**config.mk**
```make
export PLATFORM = sky130hd
export DESIGN_NAME = shift_add_mult
export DESIGN_NICKNAME = d
export VERILOG_FILES = /design/src/rtl/shift_add_pkg.sv /design/src/rtl/shift_add_step.sv /design/src/rtl/shift_add_mult.sv
export SDC_FILE = /design/constraint.sdc
export NUM_CORES = 1
export LEC_CHECK = 0
export BUFFER_PORTS_ARGS = -buffer_cell sky130_fd_sc_hd__buf_2
export CAP_MARGIN = 0
export CORE_ASPECT_RATIO = 0.75
export CORE_MARGIN = 5
export CORE_UTILIZATION = 55
export CTS_BUF_LIST = sky130_fd_sc_hd__clkbuf_16
export DETAILED_ROUTE_END_ITERATION = 8
export GPL_ROUTABILITY_DRIVEN = 0
export HOLD_SLACK_MARGIN = 0.03
export PLACE_DENSITY = 0.79
export SLEW_MARGIN = 5
export SYNTH_ARGS = -nofsm -noshare
export SYNTH_HDL_FRONTEND = slang
export SYNTH_HIERARCHICAL = 1
export SYNTH_SLANG_ARGS = --single-unit
```
**constraint.sdc**
```tcl
create_clock -name clock -period 2.7 [get_ports clock]
set_input_delay 0.135 -clock clock [delete_from_list [all_inputs] [get_ports clock]]
set_output_delay 0.135 -clock clock [all_outputs]
set_load 0.03 [all_outputs]
```
**src/rtl/shift_add_pkg.sv**
```systemverilog
// Shared types and sizing helpers for the sequential shift-and-add multiplier.
package shift_add_pkg;

  typedef enum logic [1:0] {
    IDLE = 2'd0,
    RUN  = 2'd1,
    DONE = 2'd2
  } state_e;

  localparam int DEFAULT_WIDTH = 4;

  // One extra bit so the step counter never wraps for any WIDTH.
  function automatic int count_width(input int width);
    return $clog2(width) + 1;
  endfunction

endpackage

```
**src/rtl/shift_add_step.sv**
```systemverilog
// One combinational shift-and-add iteration: conditional accumulate, shift operands.
module shift_add_step #(
  parameter int WIDTH = 4
) (
  input  logic [2*WIDTH-1:0] acc,
  input  logic [2*WIDTH-1:0] mcand,
  input  logic [WIDTH-1:0]   mplier,
  output logic [2*WIDTH-1:0] acc_next,
  output logic [2*WIDTH-1:0] mcand_next,
  output logic [WIDTH-1:0]   mplier_next
);

  // Next-iteration datapath values
  always_comb begin
    acc_next    = acc;
    mcand_next  = mcand << 1;
    mplier_next = mplier >> 1;
    if (mplier[0]) begin
      acc_next = acc + mcand;
    end else begin
      acc_next = acc;
    end
  end

endmodule

```
**src/rtl/shift_add_mult.sv**
```systemverilog
// Sequential unsigned multiplier: one shift-and-add step per clock, start/done handshake.
module shift_add_mult
  import shift_add_pkg::*;
#(
  parameter int WIDTH = DEFAULT_WIDTH
) (
  input  logic               clock,
  input  logic               reset_n,
  input  logic               start,
  input  logic [WIDTH-1:0]   multiplicand,
  input  logic [WIDTH-1:0]   multiplier,
  output logic               busy,
  output logic               done,
  output logic [2*WIDTH-1:0] product
);

  localparam int CW = count_width(WIDTH);

  state_e             state_r;
  logic [2*WIDTH-1:0] acc_r;
  logic [2*WIDTH-1:0] mcand_r;
  logic [WIDTH-1:0]   mplier_r;
  logic [CW-1:0]      count_r;
  logic               busy_r;
  logic               done_r;
  logic [2*WIDTH-1:0] product_r;

  logic [2*WIDTH-1:0] acc_next_s;
  logic [2*WIDTH-1:0] mcand_next_s;
  logic [WIDTH-1:0]   mplier_next_s;

  shift_add_step #(.WIDTH(WIDTH)) u_step (
    .acc         (acc_r),
    .mcand       (mcand_r),
    .mplier      (mplier_r),
    .acc_next    (acc_next_s),
    .mcand_next  (mcand_next_s),
    .mplier_next (mplier_next_s)
  );

  // Control FSM, iteration counter and datapath/output registers
  always_ff @(posedge clock or negedge reset_n) begin
    if (!reset_n) begin
      state_r   <= IDLE;
      acc_r     <= {(2*WIDTH){1'b0}};
      mcand_r   <= {(2*WIDTH){1'b0}};
      mplier_r  <= {WIDTH{1'b0}};
      count_r   <= {CW{1'b0}};
      busy_r    <= 1'b0;
      done_r    <= 1'b0;
      product_r <= {(2*WIDTH){1'b0}};
    end else begin
      case (state_r)
        IDLE: begin
          done_r <= 1'b0;
          if (start) begin
            mcand_r  <= {{WIDTH{1'b0}}, multiplicand};
            mplier_r <= multiplier;
            acc_r    <= {(2*WIDTH){1'b0}};
            count_r  <= {CW{1'b0}};
            busy_r   <= 1'b1;
            state_r  <= RUN;
          end else begin
            busy_r  <= 1'b0;
            state_r <= IDLE;
          end
        end
        RUN: begin
          acc_r    <= acc_next_s;
          mcand_r  <= mcand_next_s;
          mplier_r <= mplier_next_s;
          count_r  <= count_r + {{(CW-1){1'b0}}, 1'b1};
          busy_r   <= 1'b1;
          // Last step: publish the accumulator including this step's add.
          if (count_r == CW'(WIDTH - 1)) begin
            product_r <= acc_next_s;
            done_r    <= 1'b1;
            state_r   <= DONE;
          end else begin
            done_r  <= 1'b0;
            state_r <= RUN;
          end
        end
        DONE: begin
          done_r  <= 1'b0;
          busy_r  <= 1'b0;
          state_r <= IDLE;
        end
        default: begin
          done_r  <= 1'b0;
          busy_r  <= 1'b0;
          state_r <= IDLE;
        end
      endcase
    end
  end

  assign busy    = busy_r;
  assign done    = done_r;
  assign product = product_r;

endmodule

```
==> impl_metrics.csv, run 1 <==
group,metric,value,unit
outcome,status,"finished, final reports clean",
synth,async_flop_share,1.00,
drt,drc,0,
clock_network,path_clk_slew,50,ps
sta,worst_slew_pin_slew,741,ps
clock_network,cts-buffers-inserted,5,
drt,vias,1346,
grt,grt_max_degree,35,
run,cap_violations,0,
synth,synth_seq_area_share,0.447,
synth,synth.avg_cell_area,12.0,um2
worst_setup_path,required,2850,ps
drt,antenna_left,0,
clock_network,cts_resized,0,
synth,synth-main-ff-cell,"dfrtp_1",
worst_setup_path,critPathLaunchType,"flip-flop",
worst_setup_path,reg2reg_setup_slack,380,ps
floorplanning,initial_core_util,0.575,
hold_path,hold_path_depth,3,
floorplanning,ios,21,
sta,rsz0062_at_grt,"false",
placed_design,io_buffer_count,20,
grt,grt_pass1_vias,1399,
synth,synth_cells,159,
grt,grt_first_pass_wirelength,6790,um
sta,finalClockSkew,5.87,ps
worst_setup_path,crit_arrival,2480,ps
floorplanning,die_y,60.9,um
final_layout,layout.filler_cells,261,
hold_path,hold_class,"in -> reg",
floorplanning,fp.dieW,77.9,um
clock_network,clkSinkCount,34,
worst_setup_path,reg2reg_to,"product[6]",
clock_network,max-clock-path-buffers,2,
synth,synth-simple-area-share,0.0973,
synth,synth_commonest_cells,"dfrtp_1 (34), a22o_1 (13), buf_4 (12)",
drt,drt_iter0_markers,99,
synth,synthAdderAreaFrac,0.0697,
grt,grt_overflow_total,0,
final_layout,fin_nets,192,
clock_network,clk_latency,270,ps
clock_network,cts_root_buf,"clkbuf_16",
synth,synth_compound_area_frac,0.206,
synth,ys_types,45,
final_layout,drive_gt1_frac,0.244,
synth,synth_edf_count,0,
grt,grt_antenna_before_repair,0,
final_layout,area_growth,9.40,%
sta,min_period_over_period,0.861,
sta,fin_crit,2320,ps
drt,first_pass_iters,4,
synth,synth_top_family_by_area,"compound AO/OA/AOI/OAI gates",
final_layout,diodes,0,
synth,synth_top_area_frac,0.447,
synth,yosysMostFrequentCell,"dfrtp_1",
drt,avgRoutedWirePerCell,18.8,um
clock_network,cts_setup_buffers,0,
sta,slew_headroom,0.506,
placed_design,dpl.hpwl,2760,um
synth,synth-seq-cells,34,
synth,synthMuxAreaShare,0.0776,
worst_setup_path,critPathKind,"reg -> reg",
grt,track_usage,0.188,
synth,synth_top_area_cell,"dfrtp_1",
sta,hold_viol,0,
worst_setup_path,reg2reg_depth,9,
worst_setup_path,crit_fanout,3,
clock_network,cts.hold.buffers_added,1,
drt,totalWireLength,3990,um
synth,synth_area,1900,um2
sta,setup_tns,0,ps
sta,setup_violations,0,
floorplanning,die_area,4750,um2
floorplanning,row_count,18,
sta,slew_violations,0,
hold_path,min_from,"multiplicand[3]",
sta,fmax,0.430,GHz
drt,routed_via_density,6.35,
clock_network,cts_tree,"yes",
synth,ys_warn_count,6,
worst_setup_path,worstSetupEndpointType,"flip-flop",
hold_path,whs_endpoint,"mcand_r[3]",
clock_network,ctsHtreeMaxLevel,2,
worst_setup_path,worstReg2RegStart,"mcand_r[0]",
synth,synth_area_leaders,"dfrtp_1 (45%), a22o_1 (6.0%), ha_1 (5.9%)",
synth,synthXorXnorAreaFrac,0.0138,
floorplanning,coreArea,3310,um2
[how the worst max path moves through the flow]
stage | startpoint | end | cells past startpoint
3_3_place_gp | mcand_r[0] | product[6] | 9
2_1_floorplan | acc_r[1] | product[5] | 7
3_5_place_dp | mcand_r[0] | product[6] | 9
5_1_grt | mcand_r[0] | product[6] | 9
6_report | mcand_r[0] | product[6] | 9
4_1_cts | mcand_r[0] | product[6] | 9
[critical path, stage by stage, from the launching register on]
cell      delay, ps
dfrtp_1         380
ha_1            280
inv_1            90
fa_1            420
nor2b_1         190
o31a_1          180
o21ai_1         100
nand4b_1        120
o311ai_1        140
mux2_1          310
[stage by stage]
step / util / hold WS [ps] / instances / cell area, um2 / worst slack (ps)
2_1_floorplan: - / -161 / 160 / 1910 / 769
3_3_place_gp: 0.584 / 226 / 203 / 1930 / 557
3_5_place_dp: 0.584 / 242 / 203 / 1930 / 465
4_1_cts: 0.629 / 209 / 212 / 2080 / 428
5_1_grt: 0.629 / 231 / 212 / 2080 / 278
6_report: 0.629 / 207 / 212 / 2080 / 375
[cells by family (layout without fill, tap and decap cells)]
logic type,after synthesis,in the layout
buffers and inverters,26,38
XOR/XNOR,3,3
multiplexers,13,13
other,1,2
adder cells (fa/ha/maj),10,10
flip-flops,34,34
AO/OA/AOI/OAI,46,46
AND/OR/NAND/NOR,26,26
[sequential cells by signal (all words and copies together), names as in the netlist]
name	cells
count_r	3
mplier_r	4
done	1
mcand_r	8
product	8
acc_r	8
busy	1
state_r	1
[routing by layer]
layer,share of wire,up-vias,global-route usage
met5,0,-,0
li1,-,616,-
met3,0.059,13,0.0490
met1,0.46,668,0.251
met2,0.46,49,0.296
met4,0.022,0,0.0771
[cell type report]
class	count	area, um2	area share
flip-flops and latches	34	851	0.409
inverters	7	26.3	0.0126
multi-input cells	100	892	0.428
well taps	40	50.0	0.0240
clock buffers	5	125	0.0601
clock inverters	3	12.5	0.00601
repair buffers	23	125	0.0601
[placed cells by master, fill, tap and decap left out, types with 4 or more instances in the layout]
master     netlist  layout
nand2_1          5       5
inv_1            4       5
clkbuf_16        0       5
buf_2            5      20
mux2_1           8       8
dfrtp_1         34      34
or4b_1           8       8
nor2_1           4       4
a22o_1          13      13
o221a_2          5       5
ha_1             9       9
a21oi_1          4       4
Power of run 1 is not shown: default switching activity piles up to over one toggle a cycle in this logic, so the estimate is an artifact.
==> run 2, diff against run 1 <==
--- a/config.mk
+++ b/config.mk
@@ -14,6 +14,7 @@
 export DETAILED_ROUTE_END_ITERATION = 8
 export GPL_ROUTABILITY_DRIVEN = 0
 export HOLD_SLACK_MARGIN = 0.03
+export MAX_ROUTING_LAYER = met4
 export PLACE_DENSITY = 0.79
 export SLEW_MARGIN = 5
 export SYNTH_ARGS = -nofsm -noshare
==> run 2 against run 1 <==
Net effect:
- hold slack better by 0.74 ps
- critical path depth unchanged
- utilization unchanged
- non-clock buffer count unchanged
- critical endpoint unchanged
==> impl_metrics.csv, run 2 (synthesis results as in run 1) <==
group,metric,value,unit
grt,grt_max_degree,35,
final_layout,area_growth,9.40,%
sta,fin_crit,2320,ps
worst_setup_path,slowest_stage,"fa_1",
clock_network,cts_resized,0,
drt,routed_via_density,6.32,
worst_setup_path,cp_top_family,"adder cells",
clock_network,cts_setup_buffers,0,
sta,finalClockSkew,6.14,ps
grt,grt_first_pass_wirelength,6800,um
drt,antenna_left,0,
floorplanning,fp.dieW,77.9,um
sta,hold_viol,0,
clock_network,cts_tree,"yes",
worst_setup_path,cp.buffers_inverters,1,
worst_setup_path,path_depth,9,
final_layout,drive_gt1_frac,0.244,
clock_network,ctsHtreeMaxLevel,2,
drt,vias,1340,
floorplanning,coreArea,3310,um2
worst_setup_path,critPathKind,"reg -> reg",
worst_setup_path,crit_arrival,2470,ps
clock_network,clk_latency,280,ps
clock_network,cts_root_buf,"clkbuf_16",
final_layout,mostFrequentLayoutCells,"dfrtp_1 (34), buf_2 (20), a22o_1 (13)",
worst_setup_path,required,2850,ps
grt,grt_pass1_vias,1392,
sta,setup_violations,0,
sta,rsz0062_at_grt,"false",
floorplanning,initial_core_util,0.575,
final_layout,mostFrequentLayoutCell,"dfrtp_1",
drt,drt_iter0_markers,92,
hold_path,hold_path_depth,3,
floorplanning,die_area,4750,um2
worst_setup_path,max_stage_delay,410,ps
drt,avgRoutedWirePerCell,19.0,um
final_layout,layout.filler_cells,261,
worst_setup_path,worstSetupEndpointType,"flip-flop",
floorplanning,die_y,60.9,um
sta,worst_slew_pin_slew,746,ps
sta,setup_tns,0,ps
placed_design,io_buffer_count,20,
clock_network,path_clk_slew,50,ps
floorplanning,ios,21,
sta,fmax,0.431,GHz
floorplanning,row_count,18,
grt,grt_antenna_before_repair,0,
placed_design,dpl.hpwl,2760,um
final_layout,fin_nets,192,
worst_setup_path,reg2reg_depth,9,
clock_network,max-clock-path-buffers,2,
sta,min_period_over_period,0.859,
clock_network,clkSinkCount,34,
outcome,status,"finished, final reports clean",
run,cap_violations,0,
worst_setup_path,critPathLaunchType,"flip-flop",
grt,track_usage,0.195,
clock_network,cts-buffers-inserted,5,
grt,grt_overflow_total,0,
drt,totalWireLength,4020,um
sta,slew_violations,0,
drt,first_pass_iters,4,
worst_setup_path,crit_chain,"ha_1 -> inv_1 -> fa_1 -> nor2b_1 -> o31a_1 -> o21ai_1 -> nand4b_1 -> o311ai_1 -> mux2_1",
final_layout,diodes,0,
worst_setup_path,crit_fanout,3,
drt,drc,0,
hold_path,hold_class,"in -> reg",
sta,slew_headroom,0.502,
==> run 2: metrics by stage <==
step                      utilization  setup WS (ps)  std cells  instance area (um2)  hold WS [ps]
after floorplan                     -            769        160                 1910          -161
after global placement          0.584            557        203                 1930           226
after detailed placement        0.584            465        203                 1930           242
after CTS                       0.629            428        212                 2080           209
after global routing            0.629            278        212                 2080           229
final                           0.629            381        212                 2080           208
==> run 2: per-layer routing <==
metal  GRT usage  share of wire  up-vias
met4      0.0771          0.020        0
li1            -              -      620
met5           -              0        -
met3      0.0534          0.065       10
met2       0.296           0.46       51
met1       0.251           0.45      659
==> run 2: cell type report <==
cell class	count	area, um2	share of cell area
clock inverter	3	12.5	0.00601
sequential	34	851	0.409
multi-input combinational	100	892	0.428
inverter	7	26.3	0.0126
timing repair buffer	23	125	0.0601
clock buffer	5	125	0.0601
tap	40	50.0	0.0240
==> run 2: worst paths after layout <==
path,from,endpoint,slack [ps]
min in group asynchronous,reset_n,acc_r[5],470
worst max-delay path,mcand_r[0],product[6],380
worst min register to register,product[1],product[1],480
worst max register to register,mcand_r[0],product[6],380
worst min-delay path,multiplicand[3],mcand_r[3],210
max in group asynchronous,reset_n,acc_r[6],1750
==> run 2: timing repair <==
action,4_1_cts,5_1_grt
endpoints found under the setup margin,0,0
hold buffers,1,0
hold endpoints to repair,34,0
==> run 2: worst register-to-register path, delay by kind of cell (launching register included) <==
| family | cells | cell delay, ps |
|---|---|---|
| multiplexers | 1 | 310 |
| adder cells (fa/ha/maj) | 2 | 680 |
| flip-flops | 1 | 380 |
| AO/OA/AOI/OAI | 3 | 420 |
| AND/OR/NAND/NOR | 2 | 310 |
| buffers and inverters | 1 | 90 |
Power of run 2 is left out for the same reason.
==> run 3, diff against run 2 <==
--- a/config.mk
+++ b/config.mk
@@ -5,6 +5,7 @@
 export SDC_FILE = /design/constraint.sdc
 export NUM_CORES = 1
 export LEC_CHECK = 0
+export ABC_AREA = 1
 export BUFFER_PORTS_ARGS = -buffer_cell sky130_fd_sc_hd__buf_2
 export CAP_MARGIN = 0
 export CORE_ASPECT_RATIO = 0.75
@@ -15,7 +16,7 @@
 export GPL_ROUTABILITY_DRIVEN = 0
 export HOLD_SLACK_MARGIN = 0.03
 export MAX_ROUTING_LAYER = met4
-export PLACE_DENSITY = 0.79
+export PLACE_DENSITY = 0.78
 export SLEW_MARGIN = 5
 export SYNTH_ARGS = -nofsm -noshare
 export SYNTH_HDL_FRONTEND = slang
==> constraint.sdc (replaced) <==
create_clock -name clock -period 2.7 [get_ports clock]
set_input_delay 0.675 -clock clock [delete_from_list [all_inputs] [get_ports clock]]
set_output_delay 0.675 -clock clock [all_outputs]
set_load 0.03 [all_outputs]
==> run 3 against run 2 <==
Net effect:
- register-to-register slack better by 530 ps
- final cell count up 49%
- maximum frequency up 30%
- via count up 17%
- sequential share of layout area down 1.4 points
- critical endpoint is now acc_r[6]
==> impl_metrics.csv, run 3 <==
group,metric,value,unit
outcome,status,"finished, final reports clean",
synth,synth-main-ff-cell,"dfrtp_1",
worst_setup_path,cp_top_family,"adder cells",
final_layout,mostFrequentLayoutCells,"nand2_1 (102), dfrtp_1 (34), inv_1 (22)",
sta,worst_slew_pin_slew,746,ps
floorplanning,row_count,19,
clock_network,cts_tree,"yes",
drt,totalWireLength,3850,um
drt,antenna_left,0,
floorplanning,coreArea,3590,um2
final_layout,multiInputGateArea,903,um2
floorplanning,die_area,4960,um2
grt,grt_pass1_vias,1395,
run,cap_violations,0,
final_layout,seqCellArea,851,um2
grt,grt_max_degree,35,
drt,avgRoutedWirePerCell,12.2,um
drt,drc,0,
clock_network,clkSinkCount,34,
worst_setup_path,worstReg2RegStart,"acc_r[0]",
worst_setup_path,crit_fanout,3,
synth,synth-seq-cells,34,
final_layout,layout.filler_cells,325,
synth,synth_cells,254,
worst_setup_path,max_stage_delay,370,ps
synth,synth_area_leaders,"dfrtp_1 (42%), nand2_1 (19%), buf_4 (5.6%)",
drt,vias,1564,
synth,synthAdderAreaFrac,0.0662,
worst_setup_path,critPathLaunchType,"flip-flop",
clock_network,cts-buffers-inserted,5,
clock_network,path_clk_slew,50,ps
worst_setup_path,reg2reg_setup_slack,910,ps
worst_setup_path,critPathKind,"reg -> reg",
final_layout,fin_nets,284,
floorplanning,initial_core_util,0.558,
worst_setup_path,reg2reg_depth,13,
sta,finalClockSkew,6.88,ps
drt,drt_iter0_markers,136,
pwr,p_int,1520,uW
pwr,p_switching,1250,uW
sta,hold_viol,0,
grt,grt_first_pass_wirelength,6660,um
final_layout,layout.cells.non_filler,316,
synth,yosysMostFrequentCell,"nand2_1",
pwr,power_frac_clock,0.192,
pwr,powerDensity,1290,nW/um2
pwr,p_leak,0.00118,uW
worst_setup_path,required,2850,ps
worst_setup_path,crit_arrival,1930,ps
sta,min_period_over_period,0.662,
placed_design,dp_cells,308,
drt,first_pass_iters,4,
clock_network,ctsHtreeMaxLevel,2,
pwr,seqPwrFrac,0.339,
synth,synth_commonest_cells,"nand2_1 (102), dfrtp_1 (34), inv_1 (21), nand3_1 (21)",
final_layout,mostFrequentLayoutCell,"nand2_1",
hold_path,hold_class,"in -> async",
worst_setup_path,worstSetupEndpointType,"flip-flop",
synth,synth_area,2000,um2
sta,fin_crit,1790,ps
synth,synth_top_area_frac,0.425,
clock_network,cts_root_buf,"clkbuf_16",
grt,track_usage,0.179,
clock_network,clk_latency,280,ps
synth,synth_top_area_cell,"dfrtp_1",
floorplanning,ios,21,
worst_setup_path,slowest_stage,"dfrtp_1",
pwr,ir_drop,0.619,mV
synth,synth-simple-area-share,0.290,
synth,synthMuxAreaShare,0,
placed_design,place_ws,929,ps
worst_setup_path,path_depth,13,
sta,slew_headroom,0.503,
sta,setup_violations,0,
synth,synthXorXnorAreaFrac,0.00437,
pwr,combPwrFrac,0.469,
worst_setup_path,path_common_cell,"nand2_1",
synth,synth_edf_count,0,
synth,synth_compound_area_frac,0.0862,
sta,rsz0062_at_grt,"false",
clock_network,cts_resized,0,
synth,synth.avg_cell_area,7.89,um2
synth,async_flop_share,1.00,
final_layout,drive_gt1_frac,0.159,
floorplanning,die_y,62.3,um
grt,grt_overflow_total,0,
clock_network,cts_setup_buffers,0,
sta,slew_violations,0,
grt,grt_antenna_before_repair,0,
sta,setup_tns,0,ps
worst_setup_path,cp.buffers_inverters,3,
drt,routed_via_density,4.95,
sta,setup_slack,914,ps
floorplanning,fp.dieW,79.7,um
final_layout,area_growth,7.56,%
final_layout,diodes,0,
synth,synth_top_family_by_area,"simple AND/OR/NAND/NOR gates",
pwr,p_sw_frac,0.452,
clock_network,cts.hold.buffers_added,0,
synth,ys_warn_count,6,
synth,synth_seq_area_share,0.425,
synth,ys_types,24,
sta,fmax,0.560,GHz
worst_setup_path,reg2reg_to,"acc_r[6]",
placed_design,io_buffer_count,20,
clock_network,max-clock-path-buffers,2,
placed_design,dpl.hpwl,2690,um
worst_setup_path,crit_chain,"ha_1 -> inv_1 -> fa_1 -> inv_1 -> nand2_1 -> nand2_1 -> nand3b_1 -> nand2_1 -> nand2_1 -> nand3_1 -> nand2_1 -> inv_1 -> o21ai_0",
-- run 3: cell count changes in the layout (fill, tap and decap cells not counted), moves of 5 or more --
cell and change:
mux2_1 -8, o221a_2 -5, or4b_1 -8, o21ai_1 +13, a22o_1 -13, o21ai_2 +7, inv_1 +17, nand2_1 +97
nand3_1 +21
-- run 3: metal layers --
| layer | track usage | up-vias | part of all wire |
|---|---|---|---|
| li1 | - | 805 | - |
| met1 | 0.265 | 719 | 0.52 |
| met2 | 0.228 | 34 | 0.41 |
| met3 | 0.0665 | 6 | 0.057 |
| met4 | 0.0451 | 0 | 0.012 |
| met5 | - | - | 0 |
-- run 3: kinds of logic (layout without fill, tap and decap cells) --
| logic type | Yosys count | count (layout) |
|---|---|---|
| flip-flops | 34 | 34 |
| AO/OA/AOI/OAI | 27 | 27 |
| other | 1 | 2 |
| XOR/XNOR | 1 | 1 |
| AND/OR/NAND/NOR | 137 | 137 |
| buffers and inverters | 44 | 53 |
| adder cells (fa/ha/maj) | 10 | 10 |
-- run 3: cell type report --
type / instances / share of cell area
Timing Repair Buffer: 21 / 0.0499
Multi-Input combinational cell: 177 / 0.419
Tap cell: 52 / 0.0302
Clock inverter: 3 / 0.00581
Inverter: 24 / 0.0418
Sequential cell: 34 / 0.395
Clock buffer: 5 / 0.0581
-- run 3: metrics by stage --
step	power (uW)	hold WS (ps)	cell area, um2	utilization
6_report	2770	466	2150	0.600
5_1_grt	3030	499	2150	0.600
4_1_cts	2780	484	2150	0.600
3_5_place_dp	2240	472	2020	0.562
3_3_place_gp	2200	463	2020	0.562
2_1_floorplan	2080	379	2010	-
-- run 3: power by group through the flow --
stage / logic (uW) / registers, uW / clock network, uW
6_report: 1300 / 939 / 532
5_1_grt: 1470 / 978 / 574
4_1_cts: 1300 / 939 / 542
3_5_place_dp: 1300 / 944 / 0
3_3_place_gp: 1260 / 938 / 0
2_1_floorplan: 1100 / 980 / 0
-- run 3: worst max-delay path by stage --
stage / to / startpoint / slack (ps)
after floorplan: product[4] / acc_r[0] / 1080
after global placement: acc_r[6] / acc_r[0] / 990
after detailed placement: product[4] / acc_r[0] / 930
after CTS: product[4] / acc_r[0] / 910
after global routing: acc_r[6] / mcand_r[0] / 740
final: acc_r[6] / acc_r[0] / 910
Power figures use the tool's default switching activity.
